<file path="src/rtl/sea_byte_loader.sv">
// Byte-serial front end for the SEA-96 core: parses header/key/data frames
// and presents one assembled li/ri/ki block at a time over a valid/ready handshake.
module sea_byte_loader #(
    parameter int HALF_W = 48
) (
    input  logic              clk,
    input  logic              rst,
    input  logic [7:0]        in_data,
    input  logic              in_valid,
    output logic              in_ready,
    output logic [HALF_W-1:0] li,
    output logic [HALF_W-1:0] ri,
    output logic [HALF_W-1:0] ki,
    output logic              out_valid,
    input  logic              out_ready,
    output logic              key_loaded,
    output logic              err
);
    localparam int HB = HALF_W / 8;
    localparam int CW = $clog2(2 * HB + 1);
    localparam int DW = 2 * HALF_W - 8;

    localparam logic [1:0] S_HDR     = 2'd0;
    localparam logic [1:0] S_KEY     = 2'd1;
    localparam logic [1:0] S_DATA    = 2'd2;
    localparam logic [1:0] S_PRESENT = 2'd3;

    logic [1:0]          r_state;
    logic [CW-1:0]       r_cnt;
    logic [HALF_W-1:0]   r_key_asm;
    logic [DW-1:0]       r_data_asm;
    logic                r_new_key;
    logic [HALF_W-1:0]   r_li;
    logic [HALF_W-1:0]   r_ri;
    logic [HALF_W-1:0]   r_ki;
    logic                r_out_valid;
    logic                r_in_ready;
    logic                r_key_loaded;
    logic                r_err;

    logic                  w_accept;
    logic                  w_take;
    logic [HALF_W-1:0]     w_key_next;
    logic [2*HALF_W-1:0]   w_data_full;

    // Handshake qualifiers and byte-shift views of the assembly registers.
    always_comb begin
        w_accept    = in_valid && r_in_ready;
        w_take      = r_out_valid && out_ready;
        w_key_next  = {r_key_asm[HALF_W-9:0], in_data};
        w_data_full = {r_data_asm, in_data};
    end

    // Frame parser: header decode, key/data assembly and block presentation.
    always_ff @(posedge clk) begin
        if (rst) begin
            r_state      <= S_HDR;
            r_cnt        <= {CW{1'b0}};
            r_key_asm    <= {HALF_W{1'b0}};
            r_data_asm   <= {DW{1'b0}};
            r_new_key    <= 1'b0;
            r_li         <= {HALF_W{1'b0}};
            r_ri         <= {HALF_W{1'b0}};
            r_ki         <= {HALF_W{1'b0}};
            r_out_valid  <= 1'b0;
            r_in_ready   <= 1'b1;
            r_key_loaded <= 1'b0;
            r_err        <= 1'b0;
        end else begin
            case (r_state)
                S_HDR: begin
                    if (w_accept) begin
                        r_cnt <= {CW{1'b0}};
                        if (in_data[7:1] != 7'd0) begin
                            r_err <= 1'b1;
                        end else if (in_data[0]) begin
                            r_state   <= S_KEY;
                            r_new_key <= 1'b1;
                        end else if (r_key_loaded) begin
                            r_state   <= S_DATA;
                            r_new_key <= 1'b0;
                        end else begin
                            r_err <= 1'b1;
                        end
                    end
                end
                S_KEY: begin
                    if (w_accept) begin
                        r_key_asm <= w_key_next;
                        if (r_cnt == CW'(HB - 1)) begin
                            r_state <= S_DATA;
                            r_cnt   <= {CW{1'b0}};
                        end else begin
                            r_cnt <= r_cnt + CW'(1);
                        end
                    end
                end
                S_DATA: begin
                    if (w_accept) begin
                        r_data_asm <= w_data_full[DW-1:0];
                        if (r_cnt == CW'(2 * HB - 1)) begin
                            // Key is committed only with a complete frame.
                            r_li        <= w_data_full[2*HALF_W-1:HALF_W];
                            r_ri        <= w_data_full[HALF_W-1:0];
                            if (r_new_key) begin
                                r_ki         <= r_key_asm;
                                r_key_loaded <= 1'b1;
                            end else begin
                                r_ki <= r_ki;
                            end
                            r_state     <= S_PRESENT;
                            r_cnt       <= {CW{1'b0}};
                            r_out_valid <= 1'b1;
                            r_in_ready  <= 1'b0;
                        end else begin
                            r_cnt <= r_cnt + CW'(1);
                        end
                    end
                end
                S_PRESENT: begin
                    if (w_take) begin
                        r_state     <= S_HDR;
                        r_cnt       <= {CW{1'b0}};
                        r_out_valid <= 1'b0;
                        r_in_ready  <= 1'b1;
                    end
                end
                default: begin
                    r_state     <= S_HDR;
                    r_cnt       <= {CW{1'b0}};
                    r_out_valid <= 1'b0;
                    r_in_ready  <= 1'b1;
                end
            endcase
        end
    end

    assign in_ready   = r_in_ready;
    assign out_valid  = r_out_valid;
    assign li         = r_li;
    assign ri         = r_ri;
    assign ki         = r_ki;
    assign key_loaded = r_key_loaded;
    assign err        = r_err;
endmodule

</file>
<file path="config.mk">
export PLATFORM = sky130hd
export DESIGN_NAME = sea_byte_loader
export DESIGN_NICKNAME = d
export VERILOG_FILES = /design/src/rtl/sea_byte_loader.sv
export SDC_FILE = /design/constraint.sdc
export NUM_CORES = 1
export LEC_CHECK = 0
export CAP_MARGIN = 20
export CORE_MARGIN = 3
export CORE_UTILIZATION = 53
export CTS_CLUSTER_SIZE = 10
export DETAILED_ROUTE_END_ITERATION = 16
export PLACE_DENSITY = 0.87
export REMOVE_ABC_BUFFERS = 1
export SETUP_SLACK_MARGIN = 0.05
export SYNTH_ARGS = -nofsm -noshare
export SYNTH_HDL_FRONTEND = slang
export SYNTH_SLANG_ARGS = --single-unit
export TNS_END_PERCENT = 30
</file>
<file path="constraint.sdc">
create_clock -name clk -period 2.2 [get_ports clk]
set_clock_uncertainty 0.15 [all_clocks]
set_input_delay 0.44 -clock clk [delete_from_list [all_inputs] [get_ports clk]]
set_output_delay 0.44 -clock clk [all_outputs]
set_load 0.01 [all_outputs]
</file>
# Yosys cells after proc, flatten, opt, wreduce, memory -nomap -nowiden
# Index checks and enable logic that the tools add are counted.
[classes] eq_ne=15 n_addsub=1 n_mux=30 n_reduce_logical=15 bitwise_logic=1
[op_table] op="4-bit 2-to-1 mux" count=6
[op_table] op="4-bit AND reduction" count=5
[op_table] op="2-bit 2-to-1 mux" count=9
[op_table] op="4-bit case mux with 4 select lines" count=1
[op_table] op="2-bit != test, second input constant" count=7
[op_table] op="1-bit 2-to-1 mux" count=11
[op_table] op="2-bit case mux with 4 select lines" count=1
[op_table] op="8-bit AND reduction" count=1
[op_table] op="7-bit nonzero test" count=1
[op_table] op="4-bit by 1-bit adder with 4-bit output, second input constant" count=1
[op_table] op="2-bit == test, second input constant" count=2
[op_table] op="4-bit by 3-bit == test with 1-bit output, second input constant" count=1
[op_table] op="4-bit == test, second input constant" count=1
[op_table] op="2-bit by 1-bit != test with 1-bit output, second input constant" count=2
[op_table] op="1-bit case mux with 2 select lines" count=2
[op_table] op="2-bit AND reduction" count=2
[op_table] op="2-bit nonzero test" count=2
[op_table] op="3-bit != test, second input constant" count=1
[op_table] op="3-bit AND reduction" count=1
[op_table] op="2-bit by 1-bit == test with 1-bit output, second input constant" count=1
[op_table] op="1-bit logical AND" count=2
[op_table] op="2-bit zero test" count=1
[op_table] op="1-bit inverter" count=1
[totals] in_bits=12 output_inout_bits=148 reg_bits=291 word_cells=74

# Depth between registers and ports, before layout
[depth] ltp_word=5 mapped_depth=11 mapped_depth_nobuf=6

# Least setup slack after synthesis
# No wires, ideal clock.
[synth_timing] kind="flip-flop to flip-flop" from="register r_state[0]" to="register r_ki[28], in the netlist ki[28]" path_slack_ns=0.200 t_arrival_ns=1.718 path_stages_with_launch=12 required_time_ns=1.918 period_less_slack_ns=2.000 setup_time_ns=0.132 path_buffers=5 cell_sequence="dfxtp_1 > inv_1 > ha_1 > buf_2 > and3_1 > buf_4 > and3_1 > buf_2 > buf_4 > buf_4 > nand2_1 > a21oi_1"
[synth_via] elab_chain_cells=2
[synth_lines] element="start, declared" line_no="28" rtl="logic [1:0] r_state;"
[synth_lines] element="start signal, assigned" line_no="57" rtl="r_state <= S_HDR;"
[synth_lines] element="start signal, assigned" line_no="77" rtl="r_state <= S_KEY;"
[synth_lines] element="start signal, assigned" line_no="80" rtl="r_state <= S_DATA;"
[synth_lines] element="2-bit == test" line_no="70" rtl="case (r_state)"
[synth_lines] element="4-bit AND reduction (no line)"
[synth_lines] element="end signal, assigned" line_no="64" rtl="r_ki <= {HALF_W{1'b0}};"
[synth_lines] element="end signal, assigned" line_no="106" rtl="r_ki <= r_key_asm;"
[synth_lines] element="end signal, assigned" line_no="109" rtl="r_ki <= r_ki;"
[synth_lines] element="end, declared" line_no="35" rtl="logic [HALF_W-1:0] r_ki;"
# Every way passes these cells.
# A chain may end at the register's enable or synchronous reset.

# Final worst setup path
[layout_timing] from="register r_in_ready, in the netlist in_ready" to="output in_ready"
[layout_lines] element="start, declared" line_no="37" rtl="logic r_in_ready;"
[layout_lines] element="start signal, assigned" line_no="66" rtl="r_in_ready <= 1'b1;"
[layout_lines] element="start signal, assigned" line_no="114" rtl="r_in_ready <= 1'b0;"
[layout_lines] element="start signal, assigned" line_no="125" rtl="r_in_ready <= 1'b1;"
[layout_lines] element="end, declared" line_no="10" rtl="output logic in_ready,"
# No word-level cell between the ends.

==> impl_results.md <==
- Worst reg2reg setup slack: 0.18 ns
- Critical path launch point type: register
- Post-Syn Area per Cell: 7.88 µm²
- Final setup fails: 0
- Maximum clock frequency: 476 MHz
- Hold crit path type: register to register
- Post-route DRC: 0
- Setup slack at placement: -0.238 ns
- Die area: 0.0210 mm²
- Skew-Pair Late Insertion Delay: 0.49 ns
- Leak: 4.32 nW
- Share of flip-flops with an asynchronous set or reset: 0
- Syn-to-layout area delta: 29.3%
- Worst slew pin tran: 0.599 ns
- Primary FF master, synth: dfxtp_1
- Placed cell count: 1661
- Cell Int Power: 8.47 mW
- Clock tree sinks: 291
- CTS buffer count: 35
- Comb pwr share: 0.051
- CTS tree: yes
- DP HPWL: 15.3 mm
- Port bufs: 159
- Synth unique cells: 34
- Setup CP Type: register to output port
- Number of global-route vias before repair: 8727
- Critical path required time: 1.61 ns
- Antenna violations before repair: 0
- 1st-iter DRT viols: 571
- Setup ws final: 0.100 ns
- Worst EP arrival: 1.51 ns
- Via-per-instance ratio: 5.30
- CTS clk-pin slew, worst paths: 0.05 ns
- # nets final: 1456
- Via count: 9021
- Design Power: 10.8 mW
- Core area: 0.0188 mm²
- WL/cell: 14.6 µm
- Register area share after synthesis: 0.569
- Antenna-violating nets left: 0
- Max Fanout on Critical Path: 9
- Yosys warns: 0
- Worst Setup End Kind: output port
- Hold WS: 0.300 ns
- Total gr overflow: 0
- CP top delay family: buffers and inverters
- Clk buf depth: 3
- Height of the chip: 145 µm
- Psw: 2.35 mW
- Die X-Extent: 145 µm
- Share of layout cells above drive strength 1: 0.0659
- # IOs: 160
- Sequence of cells on the critical path: clkdlybuf4s50_1
- H-tree lvl count: 2
- Max-cap viol count: 0
- Final period util: 0.954
- Fin crit period: 2.10 ns
- EDFF count, synth: 0
- Largest net degree at the start of global routing: 79
- Initial Util: 0.544
- First-pass GRT wire length: 41.0 mm
- Post-Route WL: 24.9 mm
- Reg power frac: 0.492
- Clock power frac: 0.457
- Core Rows: 50
- Placer Congestion: 0.830
- Diodes inserted: 0
- Slowest-stage cell, CP: clkdlybuf4s50_1
- GR Util All Layers: 0.227
- Root Driver: clkbuf_16
- RSZ-0062 raised after global routing: no
- Post-synthesis sequential element count: 291
- Switching Share: 0.217
- Mapped Cells: 1299
- Non-Filler Instances: 1702
- Final Slew Violations: 0
- Final hold violation count: 0
- Headroom to the max-slew limit: 0.601
- Max VDD drop: 0.536 mV
- CP peak stage delay: 0.58 ns
- WP buf/inv: 1
- Outcome: finished clean
- PwrDens: 817 mW/mm²
- Mapped Area: 0.0102 mm²
- First-pass DRT Iterations: 5
[layout make-up]
class,instances,area (µm²)
inverter,5,18.8
multi-input combinational,909,4060
tap,260,325
clock inverter,2,10.0
fill,1438,5590
sequential,291,5830
timing repair buffer,196,2060
clock buffer,39,943
[power by group through the flow]
stage          sequential (mW)  clock, mW  combinational (mW)
3_5_place_dp              5.43          0               0.540
3_3_place_gp              5.43          0               0.526
4_1_cts                   5.32       5.03               0.546
2_1_floorplan             5.43          0               0.235
6_report                  5.32       4.95               0.555
5_1_grt                   5.32       5.25               0.607
[worst register-to-register path, delay by kind of cell, from the launching register on]
| kind | cells | cell delay (ns) |
|---|---|---|
| AO/OA/AOI/OAI | 2 | 0.33 |
| adder cells (fa/ha/maj) | 1 | 0.24 |
| buffers and inverters | 1 | 0.09 |
| flip-flops | 1 | 0.39 |
| AND/OR/NAND/NOR | 2 | 0.67 |
[synth_stat cells, types with 2 or more instances]
master,number,area [µm²]
a211oi_1,2,15.0
a21oi_1,284,1420
a31oi_1,4,25.0
and3_1,4,25.0
buf_1,3,11.3
buf_2,19,95.1
buf_4,4,30.0
clkbuf_1,68,255
dfxtp_1,291,5830
ha_1,6,75.1
inv_1,5,18.8
mux2i_1,3,30.0
nand2_1,566,2120
nand3_1,7,35.0
nand3b_1,4,30.0
nor2_1,7,26.3
nor4bb_1,2,20.0
o21ai_0,2,10.0
or3_1,3,18.8
[cells by family (layout without fill, tap and decap cells)]
family	count (synthesis)	count (layout)	synth area share
and+or+nand+nor	600	600	0.229
AOI/OAI and AO/OA	300	300	0.152
DFF	291	291	0.569
buffers and inverters	99	242	0.0401
adders and majority gates	6	6	0.00733
muxes	3	3	0.00293
[layer usage]
metal | part of all wire | GRT usage | up-vias | wire [µm]
met5 | 0 | 0 | - | 0
met4 | 0.030 | 0.0888 | 0 | 740
met1 | 0.41 | 0.273 | 4236 | 10200
met3 | 0.052 | 0.0387 | 62 | 1290
li1 | - | - | 4466 | -
met2 | 0.51 | 0.406 | 257 | 12600
[worst paths after layout]
kind | startpoint | to | cells past startpoint
max | in_ready | in_ready | 1
min | ki[30] | ki[30] | 2
max reg2reg | r_state[0] | r_state[0] | 6
min reg2reg | ki[30] | ki[30] | 2
[registers in the layout, summed over array words and instances (netlist names)]
name / flops
err: 1
in_ready: 1
key_loaded: 1
ki: 48
li: 48
out_valid: 1
r_cnt: 4
r_data_asm: 88
r_key_asm: 48
r_new_key: 1
r_state: 2
ri: 48
[timing repair]
| action | 4_1_cts | 5_1_grt |
|---|---|---|
| cloned | 0 | 0 |
| hold buffers | 0 | 0 |
| setup buffers | 0 | 0 |
| setup endpoints to repair | 3 | 7 |
| pin swaps | 0 | 1 |
| gates resized for setup | 1 | 3 |
[layout by cell type (no fill, tap or decap), drive strengths merged, types with 4 or more instances in the layout]
master / count
a21oi: 285
a31oi: 4
and3: 4
buf: 37
clkbuf: 40
clkdlybuf4s50: 158
dfxtp: 291
ha: 6
inv: 5
nand2: 566
nand3: 7
nand3b: 4
nor2: 8
[through the flow]
step | instance area [µm²] | TNS [ns] | utilization
floorplan | 9850 | -449.44 | -
global placement | 12300 | -0.532 | 0.652
detailed placement | 12300 | -0.688 | 0.652
CTS | 13200 | 0 | 0.703
global route | 13200 | 0 | 0.703
finish | 13200 | 0 | 0.703
Power figures use the tool's default switching activity.
